### src/rtl/axi_lite_regfile_pkg.sv
`default_nettype none
// ============================================================================
// Module      : axi_lite_regfile_pkg
// Description : AXI4 protection/response types and response encodings.
// Revision    : 1.0 - initial release
// ============================================================================
package axi_lite_regfile_pkg;

    typedef logic [2:0] prot_t;
    typedef logic [1:0] resp_t;

    localparam resp_t RESP_OKAY   = 2'b00;
    localparam resp_t RESP_SLVERR = 2'b10;

    function automatic resp_t resp_for(input logic in_range);
        return in_range ? RESP_OKAY : RESP_SLVERR;
    endfunction

endpackage
`default_nettype wire

### src/rtl/axi_lite_regfile_if.sv
`default_nettype none
// ============================================================================
// Module      : axi_lite_regfile_if
// Description : AXI4-Lite bus bundle with master and slave views.
// Revision    : 1.0 - initial release
// ============================================================================
interface axi_lite_regfile_if
    import axi_lite_regfile_pkg::*;
#(
    parameter int ADDR_WIDTH = 32,
    parameter int DATA_WIDTH = 32
);
    localparam int c_strb_width = DATA_WIDTH / 8;

    logic [ADDR_WIDTH-1:0]   awaddr;
    prot_t                   awprot;
    logic                    awvalid;
    logic                    awready;
    logic [DATA_WIDTH-1:0]   wdata;
    logic [c_strb_width-1:0] wstrb;
    logic                    wvalid;
    logic                    wready;
    resp_t                   bresp;
    logic                    bvalid;
    logic                    bready;
    logic [ADDR_WIDTH-1:0]   araddr;
    prot_t                   arprot;
    logic                    arvalid;
    logic                    arready;
    logic [DATA_WIDTH-1:0]   rdata;
    resp_t                   rresp;
    logic                    rvalid;
    logic                    rready;

    modport master (
        output awaddr, awprot, awvalid, wdata, wstrb, wvalid, bready,
               araddr, arprot, arvalid, rready,
        input  awready, wready, bresp, bvalid, arready, rdata, rresp, rvalid
    );

    modport slave (
        input  awaddr, awprot, awvalid, wdata, wstrb, wvalid, bready,
               araddr, arprot, arvalid, rready,
        output awready, wready, bresp, bvalid, arready, rdata, rresp, rvalid
    );

endinterface
`default_nettype wire

### src/rtl/axi_lite_regfile_strb_reg.sv
`default_nettype none
// ============================================================================
// Module      : axi_strb_reg
// Description : One data word with synchronous reset and byte-strobe writes.
// Revision    : 1.0 - initial release
// ============================================================================
module axi_strb_reg #(
    parameter int DATA_WIDTH = 32
) (
    input  wire logic                    clk,
    input  wire logic                    rst,
    input  wire logic                    i_we,
    input  wire logic [DATA_WIDTH/8-1:0] i_strb,
    input  wire logic [DATA_WIDTH-1:0]   i_wdata,
    output logic      [DATA_WIDTH-1:0]   o_q
);

    logic [DATA_WIDTH-1:0] r_q;

    always_ff @(posedge clk) begin
        if (rst) begin
            r_q <= '0;
        end else if (i_we) begin
            for (int j = 0; j < DATA_WIDTH / 8; j++) begin
                if (i_strb[j]) r_q[j*8 +: 8] <= i_wdata[j*8 +: 8];
            end
        end
    end

    assign o_q = r_q;

endmodule
`default_nettype wire

### src/rtl/axi_lite_regfile.sv
`default_nettype none
// ============================================================================
// Module      : axi_lite_regfile
// Description : AXI4-Lite slave exposing NUM_REGS strobe-writable registers.
// Revision    : 1.0 - initial release
// ============================================================================
module axi_lite_regfile
    import axi_lite_regfile_pkg::*;
#(
    parameter int ADDR_WIDTH = 32,
    parameter int DATA_WIDTH = 32,
    parameter int NUM_REGS   = 16
) (
    input  wire logic                         aclk,
    input  wire logic                         areset,
    axi_lite_regfile_if.slave                 s_axi,
    output logic [NUM_REGS*DATA_WIDTH-1:0]    regs_o,
    output logic [NUM_REGS-1:0]               wr_pulse_o
);

    localparam int c_strb_width = DATA_WIDTH / 8;
    localparam int c_word_lsb   = $clog2(c_strb_width);

    logic                    r_awready, r_wready, r_arready;
    logic                    r_aw_full, r_w_full;
    logic [ADDR_WIDTH-1:0]   r_awaddr;
    logic [DATA_WIDTH-1:0]   r_wdata;
    logic [c_strb_width-1:0] r_wstrb;
    logic                    r_bvalid;
    resp_t                   r_bresp;
    logic                    r_rvalid;
    resp_t                   r_rresp;
    logic [DATA_WIDTH-1:0]   r_rdata;
    logic [NUM_REGS-1:0]     r_wr_pulse;

    logic                    w_aw_hs, w_w_hs, w_ar_hs, w_commit;
    logic                    w_aw_full_nxt, w_w_full_nxt, w_rvalid_nxt;
    logic [ADDR_WIDTH-1:0]   w_aw_idx, w_ar_idx;
    logic                    w_aw_in_range, w_ar_in_range;
    logic [NUM_REGS-1:0]     w_sel;
    logic [DATA_WIDTH-1:0]   w_rdata_mux;
    logic                    w_unused;

    // Readies are always the inverse of the hold state, so a handshake only lands in an empty hold.
    always_comb begin
        w_aw_hs       = s_axi.awvalid & r_awready;
        w_w_hs        = s_axi.wvalid & r_wready;
        w_ar_hs       = s_axi.arvalid & r_arready;
        w_commit      = r_aw_full & r_w_full & ~r_bvalid;
        w_aw_full_nxt = w_commit ? 1'b0 : (r_aw_full | w_aw_hs);
        w_w_full_nxt  = w_commit ? 1'b0 : (r_w_full | w_w_hs);
        w_rvalid_nxt  = w_ar_hs | (r_rvalid & ~s_axi.rready);
        w_aw_idx      = r_awaddr >> c_word_lsb;
        w_ar_idx      = s_axi.araddr >> c_word_lsb;
        w_aw_in_range = w_aw_idx < ADDR_WIDTH'(NUM_REGS);
        w_ar_in_range = w_ar_idx < ADDR_WIDTH'(NUM_REGS);
    end

    // Register contents are sampled before the edge, so a same-edge write is not visible here.
    always_comb begin
        w_rdata_mux = '0;
        for (int i = 0; i < NUM_REGS; i++) begin
            if (w_ar_idx == ADDR_WIDTH'(i)) w_rdata_mux = regs_o[i*DATA_WIDTH +: DATA_WIDTH];
        end
    end

    always_ff @(posedge aclk) begin
        if (areset) begin
            r_awready  <= 1'b0;
            r_wready   <= 1'b0;
            r_arready  <= 1'b0;
            r_aw_full  <= 1'b0;
            r_w_full   <= 1'b0;
            r_awaddr   <= '0;
            r_wdata    <= '0;
            r_wstrb    <= '0;
            r_bvalid   <= 1'b0;
            r_bresp    <= RESP_OKAY;
            r_rvalid   <= 1'b0;
            r_rresp    <= RESP_OKAY;
            r_rdata    <= '0;
            r_wr_pulse <= '0;
        end else begin
            r_aw_full <= w_aw_full_nxt;
            r_w_full  <= w_w_full_nxt;
            r_awready <= ~w_aw_full_nxt;
            r_wready  <= ~w_w_full_nxt;
            if (w_aw_hs) r_awaddr <= s_axi.awaddr;
            if (w_w_hs) begin
                r_wdata <= s_axi.wdata;
                r_wstrb <= s_axi.wstrb;
            end

            if (w_commit) begin
                r_bvalid <= 1'b1;
                r_bresp  <= resp_for(w_aw_in_range);
            end else if (r_bvalid && s_axi.bready) begin
                r_bvalid <= 1'b0;
            end
            r_wr_pulse <= w_commit ? w_sel : '0;

            r_rvalid  <= w_rvalid_nxt;
            r_arready <= ~w_rvalid_nxt;
            if (w_ar_hs) begin
                r_rdata <= w_rdata_mux;
                r_rresp <= resp_for(w_ar_in_range);
            end
        end
    end

    for (genvar i = 0; i < NUM_REGS; i++) begin : g_regs
        assign w_sel[i] = (w_aw_idx == ADDR_WIDTH'(i));

        axi_strb_reg #(
            .DATA_WIDTH (DATA_WIDTH)
        ) u_reg (
            .clk     (aclk),
            .rst     (areset),
            .i_we    (w_commit & w_sel[i]),
            .i_strb  (r_wstrb),
            .i_wdata (r_wdata),
            .o_q     (regs_o[i*DATA_WIDTH +: DATA_WIDTH])
        );
    end

    assign s_axi.awready = r_awready;
    assign s_axi.wready  = r_wready;
    assign s_axi.arready = r_arready;
    assign s_axi.bvalid  = r_bvalid;
    assign s_axi.bresp   = r_bresp;
    assign s_axi.rvalid  = r_rvalid;
    assign s_axi.rresp   = r_rresp;
    assign s_axi.rdata   = r_rdata;
    assign wr_pulse_o    = r_wr_pulse;

    // Protection attributes carry no meaning for this register block.
    assign w_unused = ^{s_axi.awprot, s_axi.arprot};

endmodule
`default_nettype wire

### src/flat_wrapper.sv
// flat-port wrapper written by rule: the top's interface ports become plain ports
module axi_lite_regfile_flat import axi_lite_regfile_pkg::*;
#(
    parameter int ADDR_WIDTH = 32,
    parameter int DATA_WIDTH = 32,
    parameter int NUM_REGS   = 16
)
  (aclk, areset, regs_o, wr_pulse_o, s_axi_awaddr, s_axi_awprot, s_axi_awvalid, s_axi_wdata, s_axi_wstrb, s_axi_wvalid, s_axi_bready, s_axi_araddr, s_axi_arprot, s_axi_arvalid, s_axi_rready, s_axi_awready, s_axi_wready, s_axi_bresp, s_axi_bvalid, s_axi_arready, s_axi_rdata, s_axi_rresp, s_axi_rvalid);
  axi_lite_regfile_if #(.ADDR_WIDTH(ADDR_WIDTH), .DATA_WIDTH(DATA_WIDTH)) s_axi_i ();
  input  wire logic aclk;
  input  wire logic areset;
  output logic [NUM_REGS*DATA_WIDTH-1:0] regs_o;
  output logic [NUM_REGS-1:0] wr_pulse_o;
  input wire logic [$bits(s_axi_i.awaddr)-1:0] s_axi_awaddr;
  input wire logic [$bits(s_axi_i.awprot)-1:0] s_axi_awprot;
  input wire logic [$bits(s_axi_i.awvalid)-1:0] s_axi_awvalid;
  input wire logic [$bits(s_axi_i.wdata)-1:0] s_axi_wdata;
  input wire logic [$bits(s_axi_i.wstrb)-1:0] s_axi_wstrb;
  input wire logic [$bits(s_axi_i.wvalid)-1:0] s_axi_wvalid;
  input wire logic [$bits(s_axi_i.bready)-1:0] s_axi_bready;
  input wire logic [$bits(s_axi_i.araddr)-1:0] s_axi_araddr;
  input wire logic [$bits(s_axi_i.arprot)-1:0] s_axi_arprot;
  input wire logic [$bits(s_axi_i.arvalid)-1:0] s_axi_arvalid;
  input wire logic [$bits(s_axi_i.rready)-1:0] s_axi_rready;
  output wire logic [$bits(s_axi_i.awready)-1:0] s_axi_awready;
  output wire logic [$bits(s_axi_i.wready)-1:0] s_axi_wready;
  output wire logic [$bits(s_axi_i.bresp)-1:0] s_axi_bresp;
  output wire logic [$bits(s_axi_i.bvalid)-1:0] s_axi_bvalid;
  output wire logic [$bits(s_axi_i.arready)-1:0] s_axi_arready;
  output wire logic [$bits(s_axi_i.rdata)-1:0] s_axi_rdata;
  output wire logic [$bits(s_axi_i.rresp)-1:0] s_axi_rresp;
  output wire logic [$bits(s_axi_i.rvalid)-1:0] s_axi_rvalid;
  assign s_axi_i.awaddr = s_axi_awaddr;
  assign s_axi_i.awprot = s_axi_awprot;
  assign s_axi_i.awvalid = s_axi_awvalid;
  assign s_axi_i.wdata = s_axi_wdata;
  assign s_axi_i.wstrb = s_axi_wstrb;
  assign s_axi_i.wvalid = s_axi_wvalid;
  assign s_axi_i.bready = s_axi_bready;
  assign s_axi_i.araddr = s_axi_araddr;
  assign s_axi_i.arprot = s_axi_arprot;
  assign s_axi_i.arvalid = s_axi_arvalid;
  assign s_axi_i.rready = s_axi_rready;
  assign s_axi_awready = s_axi_i.awready;
  assign s_axi_wready = s_axi_i.wready;
  assign s_axi_bresp = s_axi_i.bresp;
  assign s_axi_bvalid = s_axi_i.bvalid;
  assign s_axi_arready = s_axi_i.arready;
  assign s_axi_rdata = s_axi_i.rdata;
  assign s_axi_rresp = s_axi_i.rresp;
  assign s_axi_rvalid = s_axi_i.rvalid;
  axi_lite_regfile #(.ADDR_WIDTH(ADDR_WIDTH), .DATA_WIDTH(DATA_WIDTH), .NUM_REGS(NUM_REGS)) u_core (.aclk(aclk), .areset(areset), .s_axi(s_axi_i), .regs_o(regs_o), .wr_pulse_o(wr_pulse_o));
endmodule
### config.mk
export PLATFORM = sky130hd
export DESIGN_NAME = axi_lite_regfile_flat
export DESIGN_NICKNAME = d
export VERILOG_FILES = /design/src/rtl/axi_lite_regfile_pkg.sv /design/src/rtl/axi_lite_regfile_if.sv /design/src/rtl/axi_lite_regfile_strb_reg.sv /design/src/rtl/axi_lite_regfile.sv /design/src/flat_wrapper.sv
export SDC_FILE = /design/constraint.sdc
export NUM_CORES = 1
export LEC_CHECK = 0
export ABC_AREA = 1
export BUFFER_PORTS_ARGS = -buffer_cell sky130_fd_sc_hd__buf_2
export CELL_PAD_IN_SITES_DETAIL_PLACEMENT = 1
export CELL_PAD_IN_SITES_GLOBAL_PLACEMENT = 1
export CORE_UTILIZATION = 34
export CTS_CLUSTER_SIZE = 30
export DETAILED_ROUTE_END_ITERATION = 8
export PLACE_DENSITY = 0.83
export REMOVE_ABC_BUFFERS = 1
export SKIP_CTS_REPAIR_TIMING = 1
export SLEW_MARGIN = 20
export SYNTH_ARGS = -nofsm -noshare
export SYNTH_HDL_FRONTEND = slang
export SYNTH_SLANG_ARGS = --single-unit
### constraint.sdc
create_clock -name aclk -period 2.2 [get_ports aclk]
set_input_delay 0.11 -clock aclk [delete_from_list [all_inputs] [get_ports aclk]]
set_output_delay 0.11 -clock aclk [all_outputs]
set_load 0.01 [all_outputs]
==> metrics.md <==
| Metric | Value |
|---|---|
| Run status | finished with violations |
| Failing checks | negative setup slack |
| Crit-path cells | nor2_2 > nand2_1 > or4_4 > nor4_4 > buf_4 > nand2_8 > nor2_8 > nand2_4 > nor2_4 > buf_12 > o21ai_0 > a21oi_1 |
| Synth area leader | dfxtp_1 |
| Mapped Area | 0.02583 sq mm |
| Vias in the first global route | a little under 30000 |
| Tcrit/Tclk final | 128.0% |
| Starting Density | 34.53% |
| Root buf cell | clkbuf_16 |
| Min Hold Slack | 0.08756 ns |
| WL final | 137600 microns |
| P&R area growth vs syn | 39.64% |
| Pwr dens | slightly below 700 mW/mm^2 |
| Core footprint | 0.07482 sq mm |
| Seq/Total Area, Yosys | 49.21% |
| Reg clk slew, reported paths | 0.07 ns |
| Worst-Skew Late Latency | 0.62 ns |
| RSZ-0062 raised after global routing | yes |
| Worst setup path class | reg2reg |
| GRT Total Usage | 32.61% |
| Synth cell types | 30 |
| Worst Hold Class | in2reg |
| Layout Utilization | between 40% and 50% |
| Synth top area share | 49.21% |
| Fill count | 9200 |
| Share of cells above drive strength 1 | 28.40% |
| Lkg Pwr | 15.54 nW |
| Synthesis-stage register bit count | 635 |
| Crit Path Max Fanout | 16 |
| Max IR drop VDD | 0.4880 mV |
| CP startpoint | u_core.r_awaddr[23]$_SDFFE_PP0P_ |
| Clock buffer depth | 3 |
| Initial antenna violation count | 10 |
| HPWL Detailed | slightly above 90000 microns |
| R2r startpoint | u_core.r_awaddr[23]$_SDFFE_PP0P_ |
| Dpl cells | 5044 |
| Post-route ant nets | 0 |
| Critical path endpoint category | flop |
| GP Congestion | 0.9451 |
| Full die area | 0.07708 sq mm |
| Die width | 277.6 microns |
| I/O pin cnt | 682 |
| Num CTS Buffers | 71 |
| Reg2reg end | u_core.g_regs[1].u_reg.o_q[23]$_SDFFE_PP0P_ |
| Reg2reg path depth | 12 |
| Slowest-stage cell, CP | or4_4 |
| R2R setup slack | -0.62 ns |
| TritonCTS clock tree | built |
| Maximum clock rate | 0.3552 GHz |
| First-pass GRT wire length | 189700 microns |
| Slew headroom | 43.56% |
| Depth of the CTS H-tree | 3 |
| Nets | 4364 |
| Crit path setup slack, layout | -0.6153 ns |
| Biggest cell delay along the critical path | ~0.42 ns |
| Yosys warning count | 0 |
| Row count | 100 |
| Remaining DRCs | 0 |
| Instance count of the mapped netlist | 3403 |
| Clk_skew | 0.03225 ns |
| Drt wl/cell | 26.09 microns |
| Final slew viol count | 0 |
| CP Launch Type | flop |
| Iter 0 DRT Violations | between 2000 and 3000 |
| Pre-CTS WS | -0.4065 ns |
| Total power | 24.91 mW |
| Worst Setup EP | u_core.g_regs[1].u_reg.o_q[23]$_SDFFE_PP0P_ |
| Clock sink total | 635 |
| Initial DRT Pass Iterations | 5 |
| Final hold violation count | 0 |
| Worst endpoint required time | around 2.7 ns |
| Fin cells | around 5300 |
| Syn avg cell area | 7.591 sq um |
| Post-DR vias/cell | 5.798 |
| Buffers added on ports | 669 |
| Aggregate global routing overflow | 0 |
| Die Y | 277.6 microns |
| Final worst path period need | 2.815 ns |
| Via count | 30580 |
| Max-Cap Viols | 0 |
| Setup violators final | between 500 and 600 |
| Largest net degree at the start of global routing | 104 |
| Slew @ Worst Pin | ~0.85 ns |
| Arrival time at the worst endpoint | 3.29 ns |
| Largest cells by area after synthesis | dfxtp_1 (49%), a21oi_1 (11%), o21ai_0 (11%) |
layout by cell type (no fill, tap or decap), types with 7 or more instances in the layout:
cell / instances
o21ai_2: 12
inv_1: 197
dfxtp_1: 630
buf_6: 18
nor3_2: 7
nand2_1: 469
o21ai_0: 521
nor2_4: 61
clkbuf_8: 10
nand4_1: 129
clkbuf_1: 19
a21oi_2: 46
buf_4: 163
a21oi_1: 545
o21ai_1: 26
buf_2: 669
clkbuf_16: 75
clkinv_2: 10
nor2_1: 306
buf_12: 90
dlygate4sd3_1: 69
nand2_4: 9
nand3_1: 149
where the power goes:
part	internal, mW	switching, mW
clock	6.78	5.11
sequential	11.6	0.0768
combinational	0.396	0.940
total	18.8	6.12
sequential cells by signal, indices dropped and copies added (netlist names), 4 cells and up:
signal                   flops
u_core.s_axi.rdata          32
u_core.r_wdata              32
u_core.wr_pulse_o           16
u_core.r_wstrb               4
u_core.g_regs.u_reg.o_q    512
u_core.r_awaddr             30
worst min path at each step:
| stage | from | endpoint | slack, ns | cells after the start |
|---|---|---|---|---|
| 4_1_cts | s_axi_bready | u_core.s_axi.bvalid$_SDFFE_PP0P_ | -0.29 | 4 |
| 3_5_place_dp | s_axi_bready | u_core.s_axi.bvalid$_SDFFE_PP0P_ | 0.38 | 4 |
| 2_1_floorplan | areset | u_core.g_regs[0].u_reg.o_q[0]$_SDFFE_PP0P_ | 0.18 | 1 |
| 5_1_grt | s_axi_araddr[7] | u_core.s_axi.rresp[1]$_SDFFE_PP0P_ | 0.12 | 6 |
| 6_report | s_axi_araddr[7] | u_core.s_axi.rresp[1]$_SDFFE_PP0P_ | 0.09 | 6 |
| 3_3_place_gp | s_axi_bready | u_core.s_axi.bvalid$_SDFFE_PP0P_ | 0.37 | 4 |
metrics by stage:
stage          cell area [sq um]  setup TNS, ns
2_1_floorplan              24710        -875.20
3_3_place_gp               32160         -93.23
3_5_place_dp               32160        -132.18
4_1_cts                    34390        -141.86
5_1_grt                    36060        -208.41
6_report                   36070        -158.83
cell usage after synthesis:
| library cell | n |
|---|---|
| a21oi_1 | 592 |
| nor4_4 | 1 |
| nor2_8 | 1 |
| nor2_1 | 324 |
| nand4_1 | 129 |
| nand3_1 | 152 |
| clkbuf_1 | 175 |
| conb_1 | 1 |
| nor2_4 | 47 |
| dfxtp_1 | 635 |
| a31oi_1 | 1 |
| inv_1 | 198 |
| o21ai_1 | 6 |
| and2_1 | 1 |
| nand3b_1 | 1 |
| buf_6 | 12 |
| buf_4 | 34 |
| o21bai_1 | 1 |
| buf_2 | 9 |
| nor2_2 | 2 |
| or4_4 | 1 |
| and2_0 | 1 |
| nor3_1 | 12 |
| inv_2 | 3 |
| nor4_1 | 10 |
| buf_1 | 9 |
| nand2_1 | 474 |
| o21ai_0 | 558 |
| nand2_4 | 11 |
| nand2_2 | 2 |
worst max-delay path: cells and delay by family (launching register included):
kind	cells	cell delay [ns]
compound gates	2	0.49
buf+inv	2	0.36
flops	1	0.32
simple gates	8	1.48
cell families after synthesis:
family / count (synthesis) / share of synthesized area (%)
DFF: 635 / 49.21
AOI/OAI and AO/OA: 1158 / 22.45
other: 1 / 0.01452
and+or+nand+nor: 1169 / 21.05
buffers and inverters: 440 / 7.280
final cells by class:
cell class	instances	area, sq um	share of cell area (%)
flip-flops and latches	635	12720	35.26
clock buffers	102	2036	5.643
well taps	969	1212	3.361
inverters	201	762.0	2.112
multi-input cells	2329	11790	32.68
diodes	6	15.01	0.04162
clock inverters	19	191.4	0.5307
repair buffers	1013	7347	20.37
per-layer routing:
layer	track usage [%]	vias up	wire length [microns]
li1	-	13260	-
met1	39.94	14930	52630
met2	53.15	1831	63030
met3	5.559	547	11850
met4	20.50	10	10010
met5	0	-	66
(Power assumes the default switching activity.)
